[config.mk]
export PLATFORM = sky130hd
export DESIGN_NAME = ram_seq_ctrl_flat
export DESIGN_NICKNAME = d
export VERILOG_FILES = /design/src/rtl/ram_seq_ctrl_pkg.sv /design/src/rtl/ram_seq_ctrl_if.sv /design/src/rtl/ram_seq_ctrl_sp_ram.sv /design/src/rtl/ram_seq_ctrl.sv /design/src/flat_wrapper.sv
export SDC_FILE = /design/constraint.sdc
export NUM_CORES = 1
export LEC_CHECK = 0
export BUFFER_PORTS_ARGS = -buffer_cell sky130_fd_sc_hd__buf_2
export CORE_UTILIZATION = 55
export CTS_CLUSTER_SIZE = 24
export DETAILED_ROUTE_END_ITERATION = 7
export PLACE_DENSITY = 0.74
export SLEW_MARGIN = 25
export SYNTH_ARGS = -nofsm -noshare
export SYNTH_HDL_FRONTEND = slang
export SYNTH_SLANG_ARGS = --single-unit
export TNS_END_PERCENT = 5
[constraint.sdc]
create_clock -name clk -period 3 [get_ports clk]
set_clock_uncertainty 0.15 [all_clocks]
set_input_delay 0.3 -clock clk [delete_from_list [all_inputs] [get_ports clk]]
set_output_delay 0.3 -clock clk [all_outputs]
set_load 0.01 [all_outputs]
[src/rtl/ram_seq_ctrl_pkg.sv]
// Shared types and encodings for the BRAM sequencer: FSM states and request modes.
package bram_pkg;

  typedef enum logic [1:0] {
    IDLE  = 2'd0,
    WRITE = 2'd1,
    READ  = 2'd2,
    DRAIN = 2'd3
  } state_t;

  localparam logic [1:0] MODE_WR_RD = 2'b00;
  localparam logic [1:0] MODE_WR    = 2'b01;
  localparam logic [1:0] MODE_RD    = 2'b10;
  localparam logic [1:0] MODE_RSVD  = 2'b11;

endpackage

[src/rtl/ram_seq_ctrl_if.sv]
// Request/response bundle of the RAM sequencer; the requester drives master, the sequencer is slave.
interface ram_seq_ctrl_if #(
  parameter int DATA_W = 16,
  parameter int ADDR_W = 4,
  parameter int ERRC_W = 8
);

  logic              start;
  logic [1:0]        mode;
  logic [ADDR_W-1:0] base_addr;
  logic [ADDR_W:0]   len;
  logic [DATA_W-1:0] seed;

  logic              busy;
  logic [ADDR_W-1:0] addr_out;
  logic [DATA_W-1:0] data_out;
  logic              data_valid;
  logic              done_w;
  logic              done_r;
  logic              err;
  logic [ERRC_W-1:0] err_cnt;

  modport master (
    output start, mode, base_addr, len, seed,
    input  busy, addr_out, data_out, data_valid, done_w, done_r, err, err_cnt
  );

  modport slave (
    input  start, mode, base_addr, len, seed,
    output busy, addr_out, data_out, data_valid, done_w, done_r, err, err_cnt
  );

endinterface

[src/rtl/ram_seq_ctrl_sp_ram.sv]
// Single-port RAM with one-cycle synchronous read; written so synthesis maps it to block RAM.
module sp_ram #(
  parameter int DATA_W = 16,
  parameter int ADDR_W = 4
) (
  input  logic              clk,
  input  logic              we,
  input  logic [ADDR_W-1:0] addr,
  input  logic [DATA_W-1:0] wdata,
  output logic [DATA_W-1:0] rdata
);

  logic [DATA_W-1:0] mem [2**ADDR_W];

  // NOTE: the array is deliberately not reset; a reset port would stop block-RAM inference.
  always_ff @(posedge clk) begin
    if (we) mem[addr] <= wdata;
    rdata <= mem[addr];
  end

endmodule

[src/rtl/ram_seq_ctrl.sv]
// RAM bring-up sequencer: writes an incrementing pattern over a wrapping window, reads it back
// and counts mismatches against the same pattern.
module ram_seq_ctrl
  import bram_pkg::*;
#(
  parameter int DATA_W = 16,
  parameter int ADDR_W = 4,
  parameter int ERRC_W = 8
) (
  input  logic         clk,
  input  logic         rst,
  ram_seq_ctrl_if.slave bus
);

  localparam int DEPTH = 2**ADDR_W;
  localparam int CNT_W = ADDR_W + 1;

  state_t            state, state_nxt;
  logic [1:0]        mode_q;
  logic [ADDR_W-1:0] base_q;
  logic [CNT_W-1:0]  len_q, idx;
  logic [DATA_W-1:0] seed_q, exp_q, hold_q, ram_rdata;
  logic [ADDR_W-1:0] ram_addr;
  logic              ram_we, last_word, req_ok;
  logic              valid_q, done_w_q, err_q;
  logic [ERRC_W-1:0] err_cnt_q;

  assign last_word = (idx == len_q - CNT_W'(1));
  assign req_ok    = (bus.len != '0) && (bus.len <= CNT_W'(DEPTH)) && (bus.mode != MODE_RSVD);
  // Address arithmetic stays in ADDR_W bits so the window wraps around the top of the RAM.
  assign ram_addr  = base_q + idx[ADDR_W-1:0];

  sp_ram #(.DATA_W(DATA_W), .ADDR_W(ADDR_W)) u_ram (
    .clk   (clk),
    .we    (ram_we),
    .addr  (ram_addr),
    .wdata (seed_q + DATA_W'(idx)),
    .rdata (ram_rdata)
  );

  always_ff @(posedge clk) begin
    if (rst) state <= IDLE;
    else     state <= state_nxt;
  end

  // NOTE: every signal driven here gets a default first, so no path can infer a latch.
  always_comb begin
    state_nxt = state;
    ram_we    = 1'b0;
    case (state)
      IDLE:  if (bus.start && req_ok) state_nxt = (bus.mode == MODE_RD) ? READ : WRITE;
      WRITE: begin
        ram_we = 1'b1;
        if (last_word) state_nxt = (mode_q == MODE_WR_RD) ? READ : IDLE;
      end
      READ:  if (last_word) state_nxt = DRAIN;
      DRAIN: state_nxt = IDLE;
      default: state_nxt = IDLE;
    endcase
  end

  // NOTE: registered state uses non-blocking assignments only, so every read sees the pre-edge value.
  always_ff @(posedge clk) begin
    if (rst) begin
      mode_q    <= MODE_WR_RD;
      base_q    <= '0;
      len_q     <= '0;
      seed_q    <= '0;
      idx       <= '0;
      exp_q     <= '0;
      hold_q    <= '0;
      valid_q   <= 1'b0;
      done_w_q  <= 1'b0;
      err_q     <= 1'b0;
      err_cnt_q <= '0;
    end else begin
      done_w_q <= 1'b0;
      err_q    <= 1'b0;
      valid_q  <= (state == READ);
      // Expected word travels alongside the read so it lines up with the RAM output.
      if (state == READ) exp_q <= seed_q + DATA_W'(idx);
      if (valid_q) hold_q <= ram_rdata;
      if (valid_q && (ram_rdata != exp_q) && (err_cnt_q != '1))
        err_cnt_q <= err_cnt_q + ERRC_W'(1);

      case (state)
        IDLE: if (bus.start) begin
          if (req_ok) begin
            mode_q    <= bus.mode;
            base_q    <= bus.base_addr;
            len_q     <= bus.len;
            seed_q    <= bus.seed;
            idx       <= '0;
            err_cnt_q <= '0;
          end else begin
            err_q <= 1'b1;
          end
        end
        WRITE: begin
          idx      <= last_word ? '0 : idx + CNT_W'(1);
          done_w_q <= last_word;
        end
        READ:  idx <= last_word ? '0 : idx + CNT_W'(1);
        default: ;
      endcase
    end
  end

  assign bus.busy       = (state != IDLE);
  assign bus.addr_out   = ram_addr;
  assign bus.data_out   = valid_q ? ram_rdata : hold_q;
  assign bus.data_valid = valid_q;
  assign bus.done_w     = done_w_q;
  assign bus.done_r     = (state == DRAIN);
  assign bus.err        = err_q;
  assign bus.err_cnt    = err_cnt_q;

endmodule

[src/flat_wrapper.sv]
// flat-port wrapper written by rule: the top's interface ports become plain ports
module ram_seq_ctrl_flat import bram_pkg::*;
#(
  parameter int DATA_W = 16,
  parameter int ADDR_W = 4,
  parameter int ERRC_W = 8
)
  (clk, rst, bus_start, bus_mode, bus_base_addr, bus_len, bus_seed, bus_busy, bus_addr_out, bus_data_out, bus_data_valid, bus_done_w, bus_done_r, bus_err, bus_err_cnt);
  ram_seq_ctrl_if #(.DATA_W(DATA_W), .ADDR_W(ADDR_W), .ERRC_W(ERRC_W)) bus_i ();
  input  logic clk;
  input  logic rst;
  input wire logic [$bits(bus_i.start)-1:0] bus_start;
  input wire logic [$bits(bus_i.mode)-1:0] bus_mode;
  input wire logic [$bits(bus_i.base_addr)-1:0] bus_base_addr;
  input wire logic [$bits(bus_i.len)-1:0] bus_len;
  input wire logic [$bits(bus_i.seed)-1:0] bus_seed;
  output wire logic [$bits(bus_i.busy)-1:0] bus_busy;
  output wire logic [$bits(bus_i.addr_out)-1:0] bus_addr_out;
  output wire logic [$bits(bus_i.data_out)-1:0] bus_data_out;
  output wire logic [$bits(bus_i.data_valid)-1:0] bus_data_valid;
  output wire logic [$bits(bus_i.done_w)-1:0] bus_done_w;
  output wire logic [$bits(bus_i.done_r)-1:0] bus_done_r;
  output wire logic [$bits(bus_i.err)-1:0] bus_err;
  output wire logic [$bits(bus_i.err_cnt)-1:0] bus_err_cnt;
  assign bus_i.start = bus_start;
  assign bus_i.mode = bus_mode;
  assign bus_i.base_addr = bus_base_addr;
  assign bus_i.len = bus_len;
  assign bus_i.seed = bus_seed;
  assign bus_busy = bus_i.busy;
  assign bus_addr_out = bus_i.addr_out;
  assign bus_data_out = bus_i.data_out;
  assign bus_data_valid = bus_i.data_valid;
  assign bus_done_w = bus_i.done_w;
  assign bus_done_r = bus_i.done_r;
  assign bus_err = bus_i.err;
  assign bus_err_cnt = bus_i.err_cnt;
  ram_seq_ctrl #(.DATA_W(DATA_W), .ADDR_W(ADDR_W), .ERRC_W(ERRC_W)) u_core (.clk(clk), .rst(rst), .bus(bus_i));
endmodule
## Word-level counts from Yosys, hierarchy flattened

Memory sizes are Yosys's and may differ from the RTL's. A register that Yosys moved wholly into a read port is not among the register bits.
Cells that the tools add are included.

- Add/sub/neg operators: 5
- Order comparisons: 1
- Eq/ne operators: 13
- Muxes and demuxes: 19
- Bitwise logic cells: 3
- Reduce and logical (&&, ||, !) cells: 16

Operators with widths:

| operator | count |
|---|---|
| 2-to-1 mux 8 bit | 4 |
| adder 16 x 5 -> 16 bit | 1 |
| 2-to-1 mux 16 bit | 1 |
| != test 16 bit | 1 |
| 2-to-1 mux 5 bit | 3 |
| 2-to-1 mux 2 bit | 5 |
| one-hot mux 5 bit (2 select lines) | 1 |
| AND reduction 3 bit | 3 |
| adder 8 x 1 -> 8 bit (second input constant) | 1 |
| != test 2 x 1 -> 1 bit (second input constant) | 4 |
| != test 8 bit (second input constant) | 1 |
| one-hot mux 2 bit (4 select lines) | 1 |
| equality test 2 bit (second input constant) | 3 |
| adder 5 x 1 -> 5 bit (second input constant) | 1 |
| equality test 5 bit | 1 |
| less-or-equal comparator 5 bit (second input constant) | 1 |
| logical AND 1 bit | 5 |
| nonzero test 5 bit | 1 |
| subtractor 5 x 1 -> 5 bit (second input constant) | 1 |
| adder 4 bit | 1 |
| logical NOT 2 bit | 2 |
| 2-to-1 mux 1 bit | 4 |
| != test 2 bit (second input constant) | 2 |
| nonzero test 2 bit | 2 |
| 4 further kinds | 7 |

- Bits in registers: 77
- RAM bits: 256
- Output and inout bits: 33
- Word-level logic and storage cells: 70
- Memories: 1

Memories:

| name | words | bits a word | rd ports | clocked after Yosys merged registers in | write ports | RTL line | source |
|---|---|---|---|---|---|---|---|
| u_core.u_ram.mem | 16 | 16 | 1 | 1 | 1 | ram_seq_ctrl_sp_ram.sv:13 | `logic [DATA_W-1:0] mem [2**ADDR_W];` |

## Logic depth before layout (Yosys ltp)

- Word-level depth: 7
- Mapped depth: 8
- Gate-level depth less buffers: 7

## By module

Synthesis repeated with hierarchy kept, for this count alone.

- Cell total of the unflattened synthesis: 868
- Area, all modules: 13935.9 um^2

Modules (own cells, without submodules):

| module | times used | cells each | area each (um^2) | seq. area each (um^2) |
|---|---|---|---|---|
| sp_ram | 1 | 434 | 10090.9 | 8007.7 |
| ram_seq_ctrl | 1 | 434 | 3844.9 | 1541.5 |

## Worst setup path after synthesis

No wires, ideal clock.

- Path kind: reg-to-reg
- Start point: register u_core.idx[0]
- End point: memory u_core.u_ram.mem[0][0] (enable)
- Data arrival time: 2.713 ns
- Slack: -0.251 ns
- Stages on the path, launching flop included: 9
- Path buffers: 2
- Cell sequence: dfxtp_1 > ha_1 > inv_1 > fa_1 > xor2_1 > clkbuf_1 > buf_2 > nand2_1 > nor2_1

- Word-level cells in the longest chain between the ends: 1

RTL lines:

| what | RTL line | source |
|---|---|---|
| start, declared | ram_seq_ctrl.sv:21 | `logic [CNT_W-1:0] len_q, idx;` |
| start signal, assigned | ram_seq_ctrl.sv:100 | `idx <= last_word ? '0 : idx + CNT_W'(1);` |
| start signal, assigned | ram_seq_ctrl.sv:103 | `READ: idx <= last_word ? '0 : idx + CNT_W'(1);` |
| adder 4 bit | ram_seq_ctrl.sv:31 | `assign ram_addr = base_q + idx[ADDR_W-1:0];` |
| end, declared | ram_seq_ctrl_sp_ram.sv:13 |  |

Every way passes these cells.

## Worst setup path in the final report

- Start point: register u_core.idx[0]
- End point: output port bus_addr_out[2]

- Word-level cells in the longest chain between the ends: 1

RTL lines:

| what | RTL line | source |
|---|---|---|
| adder 4 bit | ram_seq_ctrl.sv:31 |  |
| end, declared | flat_wrapper.sv:18 | `output wire logic [$bits(bus_i.addr_out)-1:0] bus_addr_out;` |

Every way passes these cells.

==> impl_results.md <==
- Slowest cell delay on critical path: 420 ps
- Required time at the endpoint of the critical path: 2550 ps
- Class of the most critical hold timing path: primary input to flop
- Total setup buffers inserted after CTS: 0
- Net Sw Power: 3.48 mW
- Master of the slowest instance on the critical path: dfxtp_2
- Horizontal extent of the die: 162 um
- Peak fanout along the critical path: 18
- Final setup fails: 0
- Clock root buffer: clkbuf_16
- Number of DRC markers after the initial detailed-route iteration: 787
- IO Port Bufs: 62
- Number of global-route vias before repair: 8,715
- P&R area growth vs syn: 18.9%
- Status: complete, no violations
- Number of antenna violations at the first check in global routing: 0
- Total Nets Final: 1,116
- Footprint of the flip-flops and latches: 9550 um^2
- Maximum number of pins on one net before global-route repair: 31
- Switch share: 26.8%
- Share of async-settable or async-resettable flops after synthesis: 0%
- Yosys warnings: 0
- Combinational cell fraction of total power: 18.7%
- Number of nets in the synthesized netlist: 967
- Sum of negative setup slack: 0 ps
- CP endpoint kind: primary output
- Aggregate global-route resource usage: 25.7%
- CP cell instances: ha_4 -> inv_1 -> fa_2 -> xor2_2 -> clkinv_2 -> buf_4 -> buf_2
- Time the worst path needs with I/O delays and setup: 2890 ps
- Total power divided by cell area: 777 nW/um^2
- Core Util, Final: 66.6%
- Fraction of the cycle the final worst path needs: 96.4%
- Final count of pins violating max slew: 0
- Highest layer used for signal routing: met4
- Number of flops mapped to enable cells by yosys: 256
- Residual antenna-violating net count after detailed routing: 0
- Post-synth cell types: 57
- Weighted congestion reported at the end of routability-driven placement: 0.862
- Wire length after detailed routing: 32,600 um
- Placed instance area: 15,200 um^2
- Maximum clock frequency: 0.346 GHz
- Worst skew pair latency: 530 ps
- Remaining design rule violation count: 0
- Sum of routed wire segments on met1: 13,100 um
- Start-to-end type of the worst setup path: flop to primary output
- Vias per cell: 5.96
- TritonCTS clock tree: yes
- Amount of wire on met2 after detailed routing: 16,300 um
- Cell area after technology mapping: 14,100 um^2
- Global-route wire length before repair: 49,900 um
- Critical register-to-register path startpoint: u_core.idx[0]
- Total I/O pin count: 63
- Number of fillers in the final layout: 1,685
- Std cell rows: 58
- Number of buffers inserted during clock tree synthesis: 36
- Synthesized instance count: 920
- Pre-antenna DRT Iters: 5
- Number of endpoints with negative hold slack in the final report: 0
- Multi-input combinational cell area: 4290 um^2
- Crit path from: u_core.idx[0]
- Number of antenna diodes: 0
- Pin slew with the least headroom to its limit: 893 ps
- Filler-free cell count of the finished design: 1,427
- Clock sink count: 349
- Clk slew on worst S/H paths: 60 ps
- Detailed-routed wire length on met3: 2310 um
- Per-cell routed wire length: 22.8 um
- Starting density of the core: 56.0%
- Worst slew margin relative to its limit: 40.1%
- Die height: 162 um
- Total power after layout: 13.0 mW
- Sequential cell fraction of total power: 44.8%
- Clock buffer depth: 3
- Portion of the post-synthesis area used by sequential elements: 67.9%
- Top flip-flop cell by instance count after synthesis: edfxtp_1
- Part of the power in the clock network: 36.5%
- Worst hold path startpoint: bus_start
- CTS H-Tree Depth: 2
- Number of max-capacitance violations reported: 0
- Internal power: 9.52 mW
- Synthesized area divided by synthesized cell count: 15.3 um^2
- Count of vias placed by the detailed router: 8,499
- Register-to-register setup slack: 210 ps
- Setup repair after global routing missed its margin: false
- Die area: 26,200 um^2
- Cell area after layout: 16,700 um^2
- Startpoint type of the worst setup path: flop
- Floorplan core area: 25,100 um^2
- Worst path arrival time: 2440 ps
- Remaining global-route overflow: 0
- Ratio of cells with drive above 1 in the final layout: 25.7%
- Register bit total from synthesis: 349
- Leakage dissipation: 5.94 nW
- IR Drop Worst-Case VDD: 0.000622 V
- Placed cell count: 1,334
- Dpl hpwl: 20,700 um
-- stage by stage --
step                      worst slack (ps)  hold WS [ps]
after floorplan                       -251           286
final                                  107           101
after detailed placement               169           306
after global routing                  10.5          96.9
after global placement                 240           294
after CTS                             1.73          79.2
-- kinds of logic (layout without fill, tap and decap cells) --
kind of cell    count (synthesis)  after routing  share of synthesized area, %
xor+xnor                       38             38                          2.42
buf+inv                        63            240                          1.89
simple gates                  241            241                          8.22
compound gates                125            125                          5.96
fa+ha+maj                      17             17                          1.62
mux                            87             87                          12.0
flops                         349            349                          67.9
-- area by class of cell --
cell class / count / area share, %
Clock inverter: 21 / 1.64
Clock buffer: 45 / 6.03
Timing Repair Buffer: 153 / 6.66
Sequential cell: 349 / 57.1
Tap cell: 330 / 2.47
Multi-Input combinational cell: 508 / 25.7
Inverter: 21 / 0.479
-- power groups by stage --
stage | clock, mW | sequential [mW] | combinational, mW
2_1_floorplan | 0 | 5.78 | 1.69
3_3_place_gp | 0 | 5.90 | 2.34
3_5_place_dp | 0 | 5.91 | 2.37
4_1_cts | 4.81 | 5.81 | 2.43
5_1_grt | 4.99 | 5.84 | 2.61
6_report | 4.75 | 5.82 | 2.43
-- sequential cells by signal, summed over array words and instances, names as in the netlist, 2 cells and up --
name / flops
u_core.seed_q: 16
u_core.mode_q: 2
u_core.hold_q: 16
u_core.base_q: 4
u_core.exp_q: 16
u_core.state: 2
u_core.idx: 5
u_core.bus.err_cnt: 8
u_core.len_q: 5
u_core.u_ram.mem: 256
u_core.u_ram.rdata: 16
-- placed cells by master, fill, tap and decap left out, types with 4 or more instances in the layout --
cell type      count
buf_4             59
o211ai_1           4
o31ai_1            4
mux4_2            64
dlygate4sd3_1     27
ha_1              14
clkbuf_16         39
a21oi_1           30
buf_12             4
clkinv_2           8
edfxtp_1         256
buf_2             62
mux2i_1            6
nand2_1           98
nand4_1           12
a211oi_1          18
and3_1             5
a21boi_1           6
clkbuf_1           5
nand2b_1           5
mux2_2            17
nand3_1           19
o21a_1            10
bufinv_16          5
and2_1            33
or3_1              7
inv_1             20
o21ai_0           12
nor2_1            48
xnor2_1           31
dfxtp_1           91
a31oi_1           20
xor2_1             5
-- per-layer routing --
layer	up-vias	GRT usage, %
met1	4305	33.4
met2	335	43.8
met4	0	8.75
met3	64	4.34
li1	3795	-
met5	-	0
-- cell usage after synthesis, drive strengths merged, types with 4 or more instances --
library cell | n | area share (%)
a21oi | 32 | 1.2
xnor2 | 32 | 2.0
and3 | 5 | 0.22
clkbuf | 23 | 0.62
or3 | 7 | 0.31
o31ai | 4 | 0.21
a211oi | 18 | 0.96
nand4 | 13 | 0.62
xor2 | 6 | 0.37
inv | 20 | 0.53
o211ai | 4 | 0.21
a31oi | 20 | 0.89
dfxtp | 93 | 13
a21boi | 9 | 0.48
nand3 | 19 | 0.68
ha | 15 | 1.3
nand2 | 98 | 2.6
mux4 | 64 | 10
o21a | 10 | 0.53
o21ai | 12 | 0.43
mux2i | 6 | 0.43
and2 | 34 | 1.5
mux2 | 17 | 1.4
buf | 19 | 0.70
nor2 | 48 | 1.3
nand2b | 5 | 0.22
edfxtp | 256 | 55
-- critical path, delay by kind of cell, from the launching register on --
| kind | cells | cell delay, ps |
|---|---|---|
| adder cells (fa/ha/maj) | 2 | 560 |
| XOR/XNOR | 1 | 240 |
| flip-flops | 1 | 420 |
| buffers and inverters | 4 | 690 |
-- path summary, 6_finish.rpt --
check / cells past startpoint / endpoint
worst max-delay path: 7 / bus_addr_out[2]
worst min-delay path: 3 / u_core.bus.err
worst max register to register: 8 / u_core.u_ram.rdata[0]
worst min register to register: 2 / u_core.seed_q[4]
-- repair_timing --
action | 4_1_cts | 5_1_grt
setup endpoints to repair | 2 | 2
gates resized for setup | 3 | 2
hold buffers | 27 | 0
hold endpoints to repair | 27 | 0
Power figures use the tool's default switching activity.
